`src/rtl/fetch_stage.sv`:
```
// Instruction-fetch stage: owns the PC, issues icache requests, applies
// redirects/stalls/halt and produces the IF/ID payload and controls.
module fetch_stage #(
    parameter logic [31:0] PC_INIT = 32'h0000_0000,
    parameter int unsigned PC_INC  = 4
) (
    input  logic        CLK,
    input  logic        nRST,
    input  logic        ihit,
    input  logic [31:0] imemload,
    output logic        imemREN,
    output logic [31:0] imemaddr,
    input  logic        stall,
    input  logic        redirect_en,
    input  logic [31:0] redirect_pc,
    input  logic        halt,
    output logic [31:0] if_instr,
    output logic [31:0] if_pc,
    output logic [31:0] if_npc,
    output logic        if_valid,
    output logic        if_id_en,
    output logic        if_id_flush,
    output logic [31:0] fetch_cnt
);

    localparam int unsigned XLEN = 32;

    typedef enum logic [1:0] {
        RUN    = 2'd0,
        DRAIN  = 2'd1,
        HALTED = 2'd2
    } state_t;

    state_t            state_q;
    logic [XLEN-1:0]   pc_q;
    logic [XLEN-1:0]   pend_pc_q;
    logic [XLEN-1:0]   fetch_cnt_q;

    logic [XLEN-1:0]   pc_inc_c;
    logic [XLEN-1:0]   redir_pc_c;
    logic              issue_c;

    // Sequential PC, word-aligned redirect target, and "real instruction issued" qualifier
    always_comb begin
        pc_inc_c   = pc_q + XLEN'(PC_INC);
        redir_pc_c = redirect_pc & ~XLEN'(3);
        issue_c    = (state_q == RUN) & ~halt & ~redirect_en & ~stall & ihit;
    end

    // Fetch control FSM: PC, pending redirect target and issue counter
    always_ff @(posedge CLK or negedge nRST) begin
        if (!nRST) begin
            state_q     <= RUN;
            pc_q        <= PC_INIT;
            pend_pc_q   <= '0;
            fetch_cnt_q <= '0;
        end else begin
            case (state_q)
                RUN: begin
                    if (halt) begin
                        state_q <= HALTED;
                    end else if (redirect_en) begin
                        if (ihit) begin
                            pc_q <= redir_pc_c;
                        end else begin
                            // Outstanding miss cannot be aborted; remember the target
                            pend_pc_q <= redir_pc_c;
                            state_q   <= DRAIN;
                        end
                    end else if (issue_c) begin
                        pc_q        <= pc_inc_c;
                        fetch_cnt_q <= fetch_cnt_q + XLEN'(1);
                    end
                end
                DRAIN: begin
                    if (halt) begin
                        state_q <= HALTED;
                    end else begin
                        if (redirect_en) begin
                            pend_pc_q <= redir_pc_c;
                        end
                        if (ihit) begin
                            pc_q    <= redirect_en ? redir_pc_c : pend_pc_q;
                            state_q <= RUN;
                        end
                    end
                end
                HALTED: begin
                    state_q <= HALTED;
                end
                default: begin
                    state_q <= RUN;
                end
            endcase
        end
    end

    // Icache request, IF/ID payload and IF/ID controls
    always_comb begin
        imemREN     = (state_q != HALTED);
        imemaddr    = pc_q;
        if_valid    = issue_c;
        if_instr    = issue_c ? imemload : '0;
        if_pc       = pc_q;
        if_npc      = pc_inc_c;
        if_id_en    = ~stall | redirect_en;
        if_id_flush = redirect_en & (state_q != HALTED);
        fetch_cnt   = fetch_cnt_q;
    end

endmodule

```
`config.mk`:
```
export PLATFORM = sky130hd
export DESIGN_NAME = fetch_stage
export DESIGN_NICKNAME = d
export VERILOG_FILES = /design/src/rtl/fetch_stage.sv
export SDC_FILE = /design/constraint.sdc
export NUM_CORES = 1
export LEC_CHECK = 0
export CELL_PAD_IN_SITES_DETAIL_PLACEMENT = 0
export CELL_PAD_IN_SITES_GLOBAL_PLACEMENT = 2
export CORE_MARGIN = 3
export CORE_UTILIZATION = 27
export CTS_CLUSTER_DIAMETER = 60
export DETAILED_ROUTE_END_ITERATION = 8
export GPL_ROUTABILITY_DRIVEN = 0
export GPL_TIMING_DRIVEN = 0
export PLACE_DENSITY = 0.84
export SLEW_MARGIN = 20
export SYNTH_ARGS = -nofsm -noshare
export SYNTH_HDL_FRONTEND = slang
export SYNTH_SLANG_ARGS = --single-unit
```
`constraint.sdc`:
```
create_clock -name CLK -period 5.9 [get_ports CLK]
set_input_delay 0.59 -clock CLK [delete_from_list [all_inputs] [get_ports CLK]]
set_output_delay 0.59 -clock CLK [all_outputs]
set_load 0.01 [all_outputs]
```
Yosys cells after proc, flatten, opt, wreduce, memory -nomap -nowiden:

Index checks and enable logic that the tools add are counted.
Widths: inputs -> output; s select.

* register bits: 98
* input bits: 70
* output and inout bits: 164
* word-level logic and storage cells: 54

* add/subtract/negate cells: 2
* equality and inequality tests: 13
* mux-type cells: 20
* bitwise logic cells: 9
* reduce and logical (&&, ||, !) cells: 6

Operators by type and width (count)
* $mux 32: 12
* $pmux 32 s2: 2
* $add 32x1->32 const B: 1
* $add 32x3->32 const B: 1
* $ne 3x3->1 const B: 5
* $ne 2x2->1 const B: 6
* $mux 2: 5
* $pmux 2 s3: 1
* $reduce_and 6->1: 1
* $and 1x1->1: 5
* $reduce_and 5->1: 1
* $reduce_and 4->1: 1
* $not 1->1: 3
* $reduce_and 3->1: 1
* $eq 2x1->1 const B: 1
* $eq 2x2->1 const B: 1
* $logic_not 2->1: 1
* $reduce_bool 2->1: 1
* $or 1x1->1: 1

Longest topological paths before layout:

* depth after elaboration: 9
* depth in mapped cells: 8
* depth with buffers taken out: 6

Least setup slack after synthesis:

OpenSTA, ideal clock, no wires.

* kind: flip-flop to output port
* start point: reg pc_q[2] (netlist: if_pc[2])
* end point: out if_npc[24]
* arrival time: 1.802 ns
* data required time: 5.310 ns
* path slack: 3.508 ns
* cell stages (with the launch flop): 7
* buffers on the path: 0
* cells stage by stage: dfrtp_1 -> ha_1 -> nand4_1 -> nor4_4 -> nand2_2 -> nor2_1 -> xor2_1

* longest elaborated chain between the ends: 1

Ends and longest elaborated chain
* start, declared: line 35 `logic [XLEN-1:0] pc_q;`
* start signal, assigned: line 64 `pc_q <= redir_pc_c;`
* start signal, assigned: line 71 `pc_q <= pc_inc_c;`
* start signal, assigned: line 83 `pc_q <= redirect_en ? redir_pc_c : pend_pc_q;`
* $add 32x3->32: line 45 `pc_inc_c = pc_q + XLEN'(PC_INC);`
* end, declared: line 19 `output logic [31:0] if_npc,`

No other way between the ends.

Worst setup path in the final report:

* start point: in redirect_en
* end point: out if_valid

* longest elaborated chain between the ends: 4

Ends and longest elaborated chain
* start, declared: line 14 `input logic redirect_en,`
* $not 1->1 (no line)
* $and 1x1->1 (3 in series): line 47 `issue_c = (state_q == RUN) & ~halt & ~redirect_en & ~stall & ihit;`
* end, declared: line 20 `output logic if_valid,`

No other way between the ends.

==> results_dict.tcl <==
set metrics [dict create \
    status "complete, no violations" \
    r2r_setup_slack_ps 3290 \
    wl_per_cell_um 18.0 \
    finalCriticalPeriod_ps 4020 \
    yosysSeqAreaShare 0.429 \
    postCtsSetupRepairBufs 0 \
    switching_share 0.269 \
    post-route-period-util 0.682 \
    slew-limit-headroom 0.503 \
    share_comb_of_total_power 0.222 \
    synth_enable_flop_cells 0 \
    gr-usage-all-layers 0.177 \
    synth_cell_type_count 50 \
    drc_violations 0 \
    final_nets 938 \
    syn-num-nets 695 \
    num_io_pins 234 \
    cts_buffer_depth 2 \
    pin_slew_with_the_least_headroom_to_its_limit_ps 738 \
    cts_inserted_buffers 9 \
    clock_latency_ps 350 \
    drt-total-wl_mm 20.6 \
    initial_antenna_violation_count 0 \
    power.share.sequential 0.450 \
    clock.fmax_mhz 249 \
    numClockSinks 98 \
    static-leakage-power_nw 3.71 \
    setup-tns-final_ps 0 \
    hold_path.class "in2async" \
    detailedRoute.firstPassIterationCount 4 \
    drive_gt1_frac 0.108 \
    synth-seq-cells 98 \
    peakVddDrop_v 0.000128 \
    fp.dieArea_mm2 0.0230 \
    crit_path_max_incr_delay_ps 660 \
    core_area_mm2 0.0205 \
    crit-reg2reg-capture "if_pc[7]" \
    postSynth.asyncResetShare 1.00 \
    first_global_vias 5323 \
    global_route.overflow_total 0 \
    grt_first_pass_wirelength_mm 31.3 \
    internal-power_w 0.00125 \
    power_density_mw_per_mm2 198 \
    cts_root_buffer "clkbuf_16" \
    antenna_violating_nets_post_route 0 \
    setup_repair_after_global_routing_missed_its_margin "false" \
    post_synth_instance_area_mm2 0.00572 \
    slowest_stage "clkdlybuf4s50_1" \
    fin_worst_skew_ps 10.8 \
    worst-r2r-cell-count 7 \
    die_width_um 152 \
    routed-via-count 5556 \
    ys_warn_count 0 \
    number_of_inserted_filler_cells_in_the_final_layout 2082 \
    final_core_util 0.423 \
    cts_max_level 3 \
    starting_density_of_the_core 0.279 \
    net-switching-power_w 0.000461 \
    n_antenna_cell 0 \
    maxCapViolations 0 \
    ctsHoldBuffers 0 \
    post-dp-hpwl_mm 15.4 \
    cts.repair.resized 0 \
    first_iter_violations 342 \
    final-max-slew-violation-count 0 \
    crit_path_start_kind "primary input" \
    timing.setup.critical_path_class "in2out" \
    worst_ep_arrival_time_ps 3430 \
    synth.avg_cell_area_um2 9.18 \
    clock_power_share 0.328 \
    critPathRequiredTime_ps 5310 \
    port-buffer-count 231 \
    holdWs_ps 107 \
    critical_path_peak_fanout 10 \
    number_of_standard_cells_after_synthesis 623 \
    grt_max_degree 73 \
    final-hold-violation-count 0 \
    setup_viol 0 \
    die_h_um 152 \
    yosys_most_used_dff "dfrtp_1" \
    r2r-start "state_q[1]" \
    critical_path_endpoint_category "primary output" \
    crit_path_cell_trace "clkdlybuf4s50_1 > nor3_2 > nand2_1 > inv_1 > buf_2 > buf_1 > clkdlybuf4s50_1" \
    route.detailed.vias_per_inst 4.87 \
    cp_common_cell "clkdlybuf4s50_1" \
    flow.area_growth_from_synthesis_pct 51.6 \
    cts_tree "built" \
    rows 52 \
    worst_setup_hold_path_clk_slew_ps 60 \
]
## per-layer routing
| metal | share of wire | global-route usage | vias up |
|---|---|---|---|
| met2 | 0.45 | 0.279 | 194 |
| met3 | 0.073 | 0.0416 | 13 |
| met4 | 0.0099 | 0.0346 | 0 |
| met5 | 0 | 0 | - |
| li1 | - | - | 2672 |
| met1 | 0.46 | 0.249 | 2677 |
## how the worst max path moves through the flow
stage	startpoint	slack, ps	depth (start not counted)	end
3_3_place_gp	nRST	200	1	pend_pc_q[4]
6_report	redirect_en	1880	7	if_valid
2_1_floorplan	if_pc[2]	3510	6	if_npc[24]
5_1_grt	redirect_en	1650	7	if_valid
3_5_place_dp	redirect_en	1840	7	if_valid
4_1_cts	redirect_en	1840	7	if_valid
## cells by family (layout without fill, tap and decap cells)
group	after synthesis	count (layout)	share of synthesized area
simple gates	263	263	0.238
fa+ha+maj	2	2	0.00437
buf+inv	79	326	0.0763
xor+xnor	59	59	0.0903
mux	30	30	0.0591
flops	98	98	0.429
compound gates	92	92	0.103
## critical path, delay by kind of cell
| family | cells | cell delay, ps |
|---|---|---|
| AND/OR/NAND/NOR | 2 | 770 |
| buffers and inverters | 5 | 2050 |
## Yosys cell counts (3+ instances only)
cell / number / area share
nor2_1: 39 / 0.026
nand2_1: 76 / 0.050
xor2_1: 21 / 0.032
mux2_2: 30 / 0.059
and3_1: 43 / 0.047
nand4_1: 22 / 0.024
nor3b_1: 3 / 0.0039
a21oi_1: 23 / 0.020
and4_1: 7 / 0.011
o31a_1: 4 / 0.0061
clkbuf_1: 22 / 0.014
o2bb2ai_1: 5 / 0.0077
buf_4: 35 / 0.046
inv_1: 9 / 0.0059
nor4_1: 6 / 0.0066
a221oi_1: 8 / 0.012
a21o_1: 3 / 0.0039
o211ai_1: 3 / 0.0039
nand3_1: 31 / 0.027
buf_2: 7 / 0.0061
xnor2_1: 38 / 0.058
buf_1: 5 / 0.0033
nor3_1: 13 / 0.011
or4_1: 5 / 0.0066
or3_1: 3 / 0.0033
dfrtp_1: 98 / 0.43
and2_1: 4 / 0.0044
o22ai_1: 3 / 0.0033
o21ai_0: 28 / 0.024
## final cells by class
cell class                      count  area [um2]  area share
Sequential cell                    98        2450       0.283
Inverter                           10        37.5     0.00433
Multi-Input combinational cell    446        2830       0.327
Timing Repair Buffer              232        2340       0.270
Clock inverter                      2        12.5     0.00144
Buffer                             69         399      0.0460
Clock buffer                       13         260      0.0300
Tap cell                          270         338      0.0390
## per-stage QoR
step	worst slack [ps]	total power (W)	instance area, um2	std cells
detailed placement	1840	0.00117	8400	1125
global route	1650	0.00180	8670	1140
finish	1880	0.00171	8670	1140
global placement	203	0.00117	8370	1124
floorplan	3510	0.000924	5720	623
CTS	1840	0.00174	8670	1140
## sequential cells by signal, summed over array words and instances, names as in the netlist
signal     cells
if_pc         32
state_q        2
pend_pc_q     32
fetch_cnt     32
## cells in the final DEF (no fill, tap or decap), types with 5 or more instances in the layout
master and instances:
nand3_1 31, a221oi_1 8, buf_4 35, clkbuf_1 24, nor3_1 13, mux2_2 30, and3_1 43, inv_1 9
xnor2_1 38, or4_1 5, xor2_1 21, nand4_1 22, clkbuf_16 9, clkdlybuf4s50_1 230, and4_1 7, nand2_1 76
dfrtp_1 98, o2bb2ai_1 5, nor4_1 6, buf_2 7, o21ai_0 28, nor2_1 39, a21oi_1 23, buf_1 5
## power by group through the flow
| stage | Combinational, W | Clock, W | Sequential, W |
|---|---|---|---|
| floorplan | 0.000145 | 0 | 0.000779 |
| global placement | 0.000381 | 0 | 0.000784 |
| detailed placement | 0.000384 | 0 | 0.000784 |
| CTS | 0.000386 | 0.000579 | 0.000772 |
| global route | 0.000412 | 0.000607 | 0.000780 |
| finish | 0.000381 | 0.000562 | 0.000772 |
Note: power is estimated with default switching activity, not from simulation.
